## config.mk

```make
export PLATFORM = sky130hd
export DESIGN_NAME = mul_hilo_ctrl
export DESIGN_NICKNAME = d
export VERILOG_FILES = /design/src/rtl/mul_hilo_ctrl.sv
export SDC_FILE = /design/constraint.sdc
export NUM_CORES = 1
export LEC_CHECK = 0
export ABC_AREA = 0
export ABC_CLOCK_PERIOD_IN_PS = 2950
export BUFFER_PORTS_ARGS = -buffer_cell sky130_fd_sc_hd__buf_4
export CORE_MARGIN = 1
export CORE_UTILIZATION = 52
export CTS_BUF_LIST = sky130_fd_sc_hd__clkbuf_4
export DETAILED_ROUTE_END_ITERATION = 10
export GPL_TIMING_DRIVEN = 1
export PLACE_DENSITY_LB_ADDON = 0.08
export RECOVER_POWER = 25
export SYNTH_ARGS = -nofsm -noshare
export SYNTH_HDL_FRONTEND = slang
export SYNTH_SLANG_ARGS = --single-unit
```

## constraint.sdc

```tcl
create_clock -name clk -period 2.95 [get_ports clk]
set_clock_uncertainty 0.2 [all_clocks]
set_input_delay 0.295 -clock clk [delete_from_list [all_inputs] [get_ports clk]]
set_output_delay 0.295 -clock clk [all_outputs]
set_load 0.05 [all_outputs]
```

## src/rtl/mul_hilo_ctrl.sv

```systemverilog
// Multicycle control around the EX-stage 32x32 unsigned array multiplier.
// Owns HI/LO, sign-corrects the unsigned product and services MTHI/MTLO.
module mul_hilo_ctrl #(
  parameter int MUL_CYCLES = 4,
  parameter int WIDTH      = 32
) (
  input  logic                 clk,
  input  logic                 rst_n,
  input  logic                 start,
  input  logic                 signed_op,
  input  logic [WIDTH-1:0]     op_a,
  input  logic [WIDTH-1:0]     op_b,
  output logic [WIDTH-1:0]     mul_a,
  output logic [WIDTH-1:0]     mul_b,
  input  logic [2*WIDTH-1:0]   mul_product,
  input  logic                 mthi,
  input  logic                 mtlo,
  input  logic [WIDTH-1:0]     wdata,
  output logic [WIDTH-1:0]     hi,
  output logic [WIDTH-1:0]     lo,
  output logic                 busy,
  output logic                 done,
  output logic [1:0]           state_dbg
);

  // Issue protocol: start is a request taken only while busy is low
  // (IDLE or DONE); there is no ready back-pressure, the issuer must honour busy.

  localparam int PW = 2 * WIDTH;
  localparam int CW = 4;
  localparam logic [CW-1:0] CNT_INIT = CW'(MUL_CYCLES - 1);

  typedef enum logic [1:0] {
    IDLE = 2'd0,
    WAIT = 2'd1,
    DONE = 2'd2
  } state_t;

  state_t            state, state_n;
  logic [CW-1:0]     cnt, cnt_n;
  logic              neg, neg_n;
  logic [WIDTH-1:0]  mul_a_q, mul_a_n;
  logic [WIDTH-1:0]  mul_b_q, mul_b_n;
  logic [WIDTH-1:0]  hi_q, hi_n;
  logic [WIDTH-1:0]  lo_q, lo_n;
  logic [PW-1:0]     prod_fix;
  logic [WIDTH-1:0]  abs_a, abs_b;

  // Most-negative input negates to itself, which is still the right unsigned magnitude.
  assign abs_a    = op_a[WIDTH-1] ? (~op_a + WIDTH'(1)) : op_a;
  assign abs_b    = op_b[WIDTH-1] ? (~op_b + WIDTH'(1)) : op_b;
  assign prod_fix = neg ? (~mul_product + PW'(1)) : mul_product;

  always_ff @(posedge clk or negedge rst_n) begin
    if (!rst_n) begin
      state   <= IDLE;
      cnt     <= '0;
      neg     <= 1'b0;
      mul_a_q <= '0;
      mul_b_q <= '0;
      hi_q    <= '0;
      lo_q    <= '0;
    end else begin
      state   <= state_n;
      cnt     <= cnt_n;
      neg     <= neg_n;
      mul_a_q <= mul_a_n;
      mul_b_q <= mul_b_n;
      hi_q    <= hi_n;
      lo_q    <= lo_n;
    end
  end

  always_comb begin
    state_n = state;
    cnt_n   = cnt;
    neg_n   = neg;
    mul_a_n = mul_a_q;
    mul_b_n = mul_b_q;
    hi_n    = hi_q;
    lo_n    = lo_q;
    case (state)
      IDLE, DONE: begin
        if (mthi) hi_n = wdata;
        if (mtlo) lo_n = wdata;
        if (start) begin
          mul_a_n = signed_op ? abs_a : op_a;
          mul_b_n = signed_op ? abs_b : op_b;
          neg_n   = signed_op & (op_a[WIDTH-1] ^ op_b[WIDTH-1]);
          cnt_n   = CNT_INIT;
          state_n = WAIT;
        end else begin
          state_n = IDLE;
        end
      end
      WAIT: begin
        // Operands stay frozen here so the multiplier path sees stable inputs.
        if (cnt == '0) begin
          {hi_n, lo_n} = prod_fix;
          state_n      = DONE;
        end else begin
          cnt_n = cnt - CW'(1);
        end
      end
      default: state_n = IDLE;
    endcase
  end

  assign mul_a     = mul_a_q;
  assign mul_b     = mul_b_q;
  assign hi        = hi_q;
  assign lo        = lo_q;
  assign busy      = (state == WAIT);
  assign done      = (state == DONE);
  assign state_dbg = state;

endmodule

```

==> impl_results.md, run 1 <==
- CTS tree: built
- Routed wire per std cell: between 15 and 20 um
- Reg2reg setup slack: around 0.23 ns
- Sequential area share after synthesis: 0.415
- Filler cells: roughly 860
- YS warnings: 0
- Area occupied by registers: 0.00338 mm2
- Routed WL: approximately 33000 um
- CTS H-tree depth: 4
- Die area: around 0.016 mm2
- Pwr/cell area: around 1000 mW/mm2
- Port bufs: 297
- Worst-path clk slew: approximately 0.12 ns
- DP Worst Slack: between 0.07 and 0.08 ns
- Grt ovf: 0
- Clock period minus worst slack: ~2.9 ns
- Drt via density: between 5 and 6
- Dpl hpwl: 19500 um
- Post-DRT Antenna Nets: 0
- Ys async rst share: 1.00
- Syn Area/Cell: 8.63 um2
- Max cap viols: 1
- Post-synthesis instance total: between 900 and 1000
- Final setup viols: 0
- Status: finished with violations
- Flop and latch count out of synthesis: approximately 140
- Failing checks: capacitance limit, slew limit
- GRT Util Overall: 0.398
- Effective utilization at floorplan: 0.534
- I/O Pins: ~300
- Slew @ Worst Pin: ~2.0 ns
- Largest net degree at the start of global routing: 81
- Clock insertion delay at the later pin of the skew report: 0.57 ns
- Residual DRC: 0
- Fin crit share: 0.999
- Row Count: 45
- EDFF count, synth: 0
- Die Wd: between 100 and 150 um
- TritonRoute pass-1 iters: 5
- Core Util, Final: 0.850
- Clock root cell: clkbuf_4
- First-pass GRT wire length: 50300 um
- Mapped Area: 0.00814 mm2
- Max IR drop VDD: roughly 0.00075 V
- Crit start category: primary input
- Leak: between 5 and 6 nW
- Final GP Congestion: around 0.94
- Area growth syn-to-layout: 59.3%
- Setup WS post-layout: 0.00307 ns
- Worst Setup Path Type: primary input to flip-flop
- Crit path max fanout: 5
- Via count: between 9000 and 10000
- Iter 0 DRT Violations: between 700 and 800
- Min-delay worst type: primary input to flip-flop
- Nets: ~1600
- Pins Over Slew Limit: 80
- Core area: roughly 0.015 mm2
- TNS Setup: 0 ns
- Layout cells sized above 1: 0.274
- Mapped Nets: around 1100
- Unique masters post-synth: 61
- Num CTS Buffers: 17
- CP required: approximately 3.2 ns
- Critical path data arrival time: 3.21 ns
- Synth Flop Type: dfrtp_1
- Clk sink count: 135
- Clock buffer depth: 2
- Max Freq: between 300 and 400 MHz
- Fin. Hold Viols: 0
- Pwr Total: between 0.01 and 0.015 W
- Crit path capture type: flip-flop
- Initial antenna violation count: 2
- Number of global-route vias before repair: roughly 10000
- Area occupied by multi-input gates: ~0.0046 mm2
- Max-slew headroom: -0.366
- Die height: ~130 um
-- worst max-delay path, cell delays in order --
cell           delay, ns
dlygate4sd3_1       0.57
buf_4               0.17
or2_2               0.35
nor4_4              0.30
nand4_2             0.26
o31ai_2             0.31
xor2_1              0.21
o221ai_1            0.15
dlygate4sd3_1       0.59
-- where the power goes --
group	total, W	switching [W]	internal, W
registers	0.00329	0.000573	0.00272
logic	0.00874	0.00579	0.00295
clock network	0.00113	0.000732	0.000400
-- through the flow --
step / cells / cell area [um2] / hold slack [ns]
after global routing: 1654 / 13000 / 0.0319
final: 1656 / 13000 / 0.0197
after CTS: 1644 / 12800 / 0.000202
after detailed placement: 1423 / 10700 / 0.196
after floorplan: 944 / 8140 / -0.201
after global placement: 1423 / 10700 / 0.197
-- registers in the layout, summed over array words and instances (netlist names) --
| name | cells |
|---|---|
| hi | 32 |
| lo | 32 |
| mul_a | 32 |
| mul_b | 32 |
| cnt | 4 |
| state_dbg | 2 |
| neg | 1 |
-- final cells by class --
cell class,count,share of cell area
antenna,4,0.000772
clock inverter,15,0.00868
tap,211,0.0204
clock buffer,17,0.00984
timing repair buffer,517,0.339
inverter,19,0.00550
multi-input combinational,738,0.356
sequential,135,0.260
-- placed cells by master (no fill, tap or decap), types with 3 or more instances in the layout --
cell / n
nand4_1: 6
buf_4: 323
a31oi_1: 6
nand2_1: 131
and2_1: 3
o41ai_1: 15
a21oi_1: 46
diode_2: 4
o31ai_2: 3
or2_2: 3
and3_1: 3
o21ai_0: 101
a221oi_1: 17
inv_1: 17
clkinvlp_4: 5
nor4_1: 8
o21ai_1: 3
o221ai_1: 15
ha_1: 5
o22ai_1: 12
dfrtp_1: 135
clkinv_1: 3
nor2b_1: 3
o31ai_1: 28
o41ai_2: 5
or3_1: 23
clkbuf_4: 17
buf_12: 3
mux2i_1: 3
nand3_1: 10
nor2_1: 94
clkinv_2: 5
xor2_1: 77
nor3_2: 3
or4_1: 12
nor3_1: 15
xnor2_1: 42
dlygate4sd3_1: 189
nand2b_1: 5
-- final timing paths --
kind                                  from   endpoint  cells after the start
hold reg to reg                  mul_a[27]  mul_a[27]                      2
min in group asynchronous            rst_n  mul_a[21]                      2
setup / recovery           mul_product[32]     hi[27]                      9
setup reg to reg                    cnt[0]     hi[29]                      9
max in group asynchronous            rst_n  mul_a[31]                      2
hold / removal              mul_product[1]      lo[1]                      5
-- per-layer routing --
metal | GRT usage | part of all wire | up-vias | wire [um]
li1 | - | - | 4365 | -
met1 | 0.448 | 0.36 | 4702 | 11600
met4 | 0.258 | 0.061 | 0 | 1980
met3 | 0.0934 | 0.087 | 169 | 2820
met2 | 0.682 | 0.50 | 647 | 16200
met5 | 0 | 0 | - | 0
-- what timing repair did --
item                       4_1_cts  5_1_grt
hold endpoints to repair       208        0
hold buffers                   189        0
resized for setup                0       21
setup endpoints to repair        0       20
buffers inserted                 0        7
-- cell usage after synthesis, drive strengths merged (4+ instances only) --
cell	n	share of area
nor3	20	0.016
o31ai	32	0.030
o221ai	15	0.016
nand3	11	0.0074
nand4	7	0.0080
or3	24	0.018
inv	19	0.0088
or4	14	0.013
o22ai	12	0.0092
o41ai	20	0.023
dfrtp	135	0.41
a21oi	48	0.029
xnor2	42	0.045
ha	5	0.0077
nand2b	5	0.0038
o21ai	105	0.065
or2	4	0.0031
nor2	95	0.045
a31oi	6	0.0046
xor2	77	0.083
nor4	11	0.011
buf	8	0.0038
a221oi	17	0.018
clkbuf	45	0.021
nand2	133	0.061
-- logic make-up after synthesis --
| group | count (synthesis) | synth area share |
|---|---|---|
| DFF | 135 | 0.415 |
| xor gates and xnor gates | 119 | 0.128 |
| and+or+nand+nor | 342 | 0.203 |
| buffers and inverters | 72 | 0.0333 |
| AOI/OAI and AO/OA | 268 | 0.209 |
| adders and majority gates | 5 | 0.00768 |
| muxes | 3 | 0.00369 |
(Power assumes the default switching activity.)
==> run 2, diff against run 1 <==
--- a/config.mk
+++ b/config.mk
@@ -15,6 +15,7 @@
 export GPL_TIMING_DRIVEN = 1
 export PLACE_DENSITY_LB_ADDON = 0.08
 export RECOVER_POWER = 25
+export SETUP_SLACK_MARGIN = 0.2
 export SYNTH_ARGS = -nofsm -noshare
 export SYNTH_HDL_FRONTEND = slang
 export SYNTH_SLANG_ARGS = --single-unit
==> impl_results.md, run 2 (same netlist as run 1, synthesis figures left out) <==
- Largest net degree at the start of global routing: 81 (unchanged)
- Status: finished with violations (unchanged)
- Clock period minus worst slack: 2.78 ns (was 2.95 ns)
- Worst Setup Path Type: primary input to flip-flop (unchanged)
- Leak: 5.67 nW (was 5.70 nW)
- Crit path capture type: flip-flop (unchanged)
- Die area: 0.0162 mm2 (unchanged)
- Max IR drop VDD: 0.000770 V (was 0.000749 V)
- GRT Util Overall: 0.389 (was 0.398)
- Pwr Total: 0.0130 W (was 0.0132 W)
- Crit start category: primary input (unchanged)
- Critical path data arrival time: 3.00 ns (was 3.21 ns)
- Area growth syn-to-layout: 58.7% (was 59.3%)
- Final GP Congestion: 0.939 (unchanged)
- Via count: 9742 (was 9883)
- Drt via density: 5.92 (was 5.97)
- Port bufs: 297 (unchanged)
- Worst-path clk slew: 0.14 ns (was 0.12 ns)
- Num CTS Buffers: 17 (unchanged)
- Failing checks: capacitance limit, slew limit (unchanged)
- Clock buffer depth: 2 (unchanged)
- Post-DRT Antenna Nets: 0 (unchanged)
- Routed wire per std cell: 19.4 um (was 19.7 um)
- Crit path max fanout: 3 (was 5)
- Slew @ Worst Pin: 2.08 ns (was 2.05 ns)
- CP required: 3.17 ns (was 3.21 ns)
- DP Area: 0.0107 mm2 (unchanged)
- Clock insertion delay at the later pin of the skew report: 0.55 ns (was 0.57 ns)
- Max Freq: 360 MHz (was 339 MHz)
- Final setup viols: 0 (unchanged)
- Max cap viols: 1 (unchanged)
- Row Count: 45 (unchanged)
- Effective utilization at floorplan: 0.534 (unchanged)
- Layout cells sized above 1: 0.274 (about the same)
- I/O Pins: 298 (unchanged)
- Fin. Hold Viols: 0 (unchanged)
- TritonRoute pass-1 iters: 7 (was 5)
- Iter 0 DRT Violations: 738 (was 732)
- First-pass GRT wire length: 49300 um (was 50300 um)
- CTS tree: built (unchanged)
- Min-delay worst type: primary input to flip-flop (unchanged)
- Core area: 0.0153 mm2 (unchanged)
- CTS H-tree depth: 4 (unchanged)
- Clk sink count: 135 (unchanged)
- Number of global-route vias before repair: 9804 (was 9956)
- Routed WL: 32000 um (was 32600 um)
- Initial antenna violation count: 2 (unchanged)
- Grt ovf: 0 (unchanged)
- Die height: 127 um (unchanged)
- RSZ-0062 raised after global routing: yes
- Clock root cell: clkbuf_4 (unchanged)
- Die Wd: 127 um (unchanged)
- Final Instance Area: 0.0129 mm2 (was 0.0130 mm2)
- Most frequent cells in the layout: buf_4 (319), dlygate4sd3_1 (186), dfrtp_1 (135) (was buf_4 (323), dlygate4sd3_1 (189), dfrtp_1 (135))
- Most common cell after layout, fill and taps aside: buf_4 (unchanged)
- Dpl hpwl: 19500 um (unchanged)
- TNS Setup: 0 ns (unchanged)
- Fin crit share: 0.943 (was 0.999)
- Pins Over Slew Limit: 80 (unchanged)
- Max-slew headroom: -0.384 (was -0.366)
- Nets: 1591 (was 1599)
- Residual DRC: 0 (unchanged)
- Pwr/cell area: 1000 mW/mm2 (was 1010 mW/mm2)
- Filler cells: 860 (was 861)
-- run 2: cell types whose count changed in the layout (fill, tap and decap cells not counted), moves of 2 or more --
cell and change:
o41ai_1 -2, diode_2 -2, o31ai_1 +3, buf_4 -4, dlygate4sd3_1 -3, o41ai_2 +2, o31ai_2 -3
-- run 2: worst max-delay path: stages --
cell and delay [ns]:
dlygate4sd3_1 0.58, buf_4 0.17, or4_4 0.50, or3_1 0.37, or4_4 0.45, o31ai_4 0.29, xor2_1 0.20, o221ai_1 0.15
-- run 2: area by class of cell --
cell class / count / area (um2) / share of cell area
diodes: 2 / 5.00 / 0.000387
clock buffers: 17 / 128 / 0.00988
clock inverters: 15 / 113 / 0.00871
inverters: 19 / 71.3 / 0.00552
multi-input cells: 737 / 4630 / 0.358
flip-flops and latches: 135 / 3380 / 0.261
well taps: 211 / 264 / 0.0204
repair buffers: 510 / 4340 / 0.336
-- run 2: path summary, 6_finish.rpt --
| check | startpoint | to | slack, ns | depth (start not counted) |
|---|---|---|---|---|
| max in group asynchronous | rst_n | mul_a[31] | 0.58 | 2 |
| setup reg to reg | cnt[0] | lo[30] | 0.36 | 9 |
| min in group asynchronous | rst_n | mul_a[21] | 0.74 | 2 |
| hold reg to reg | mul_a[27] | mul_a[27] | 0.29 | 2 |
| hold / removal | op_b[12] | mul_b[14] | 0.04 | 6 |
| setup / recovery | mul_product[57] | hi[30] | 0.17 | 8 |
-- run 2: report_power, final --
part	leakage, nW	internal, W	switching, W
Sequential	1.63	0.00272	0.000574
Combinational	3.93	0.00281	0.00573
Clock	0.122	0.000401	0.000738
Total	5.67	0.00593	0.00704
-- run 2: per-layer routing --
layer  vias to the layer above  share of wire  global-route usage
met2                       598           0.49               0.676
li1                       4353              -                   -
met3                       169          0.085              0.0913
met1                      4622           0.36               0.429
met5                         -              0                   0
met4                         0          0.060               0.251
-- run 2: metrics by stage --
step	hold slack [ns]	utilization	cells	worst slack, ns
2_1_floorplan	-0.201	-	944	0.260
3_3_place_gp	0.197	0.700	1423	0.159
3_5_place_dp	0.196	0.700	1423	0.0763
4_1_cts	0.000202	0.838	1641	0.216
5_1_grt	0.0434	0.847	1646	0.137
6_report	0.0406	0.847	1646	0.169
-- run 2: repair_timing --
action                                  4_1_cts  5_1_grt
setup buffers                                 0        3
hold buffers                                186        0
endpoints found under the setup margin        0       31
endpoints found under the hold margin       208        0
gates resized for setup                       0       24
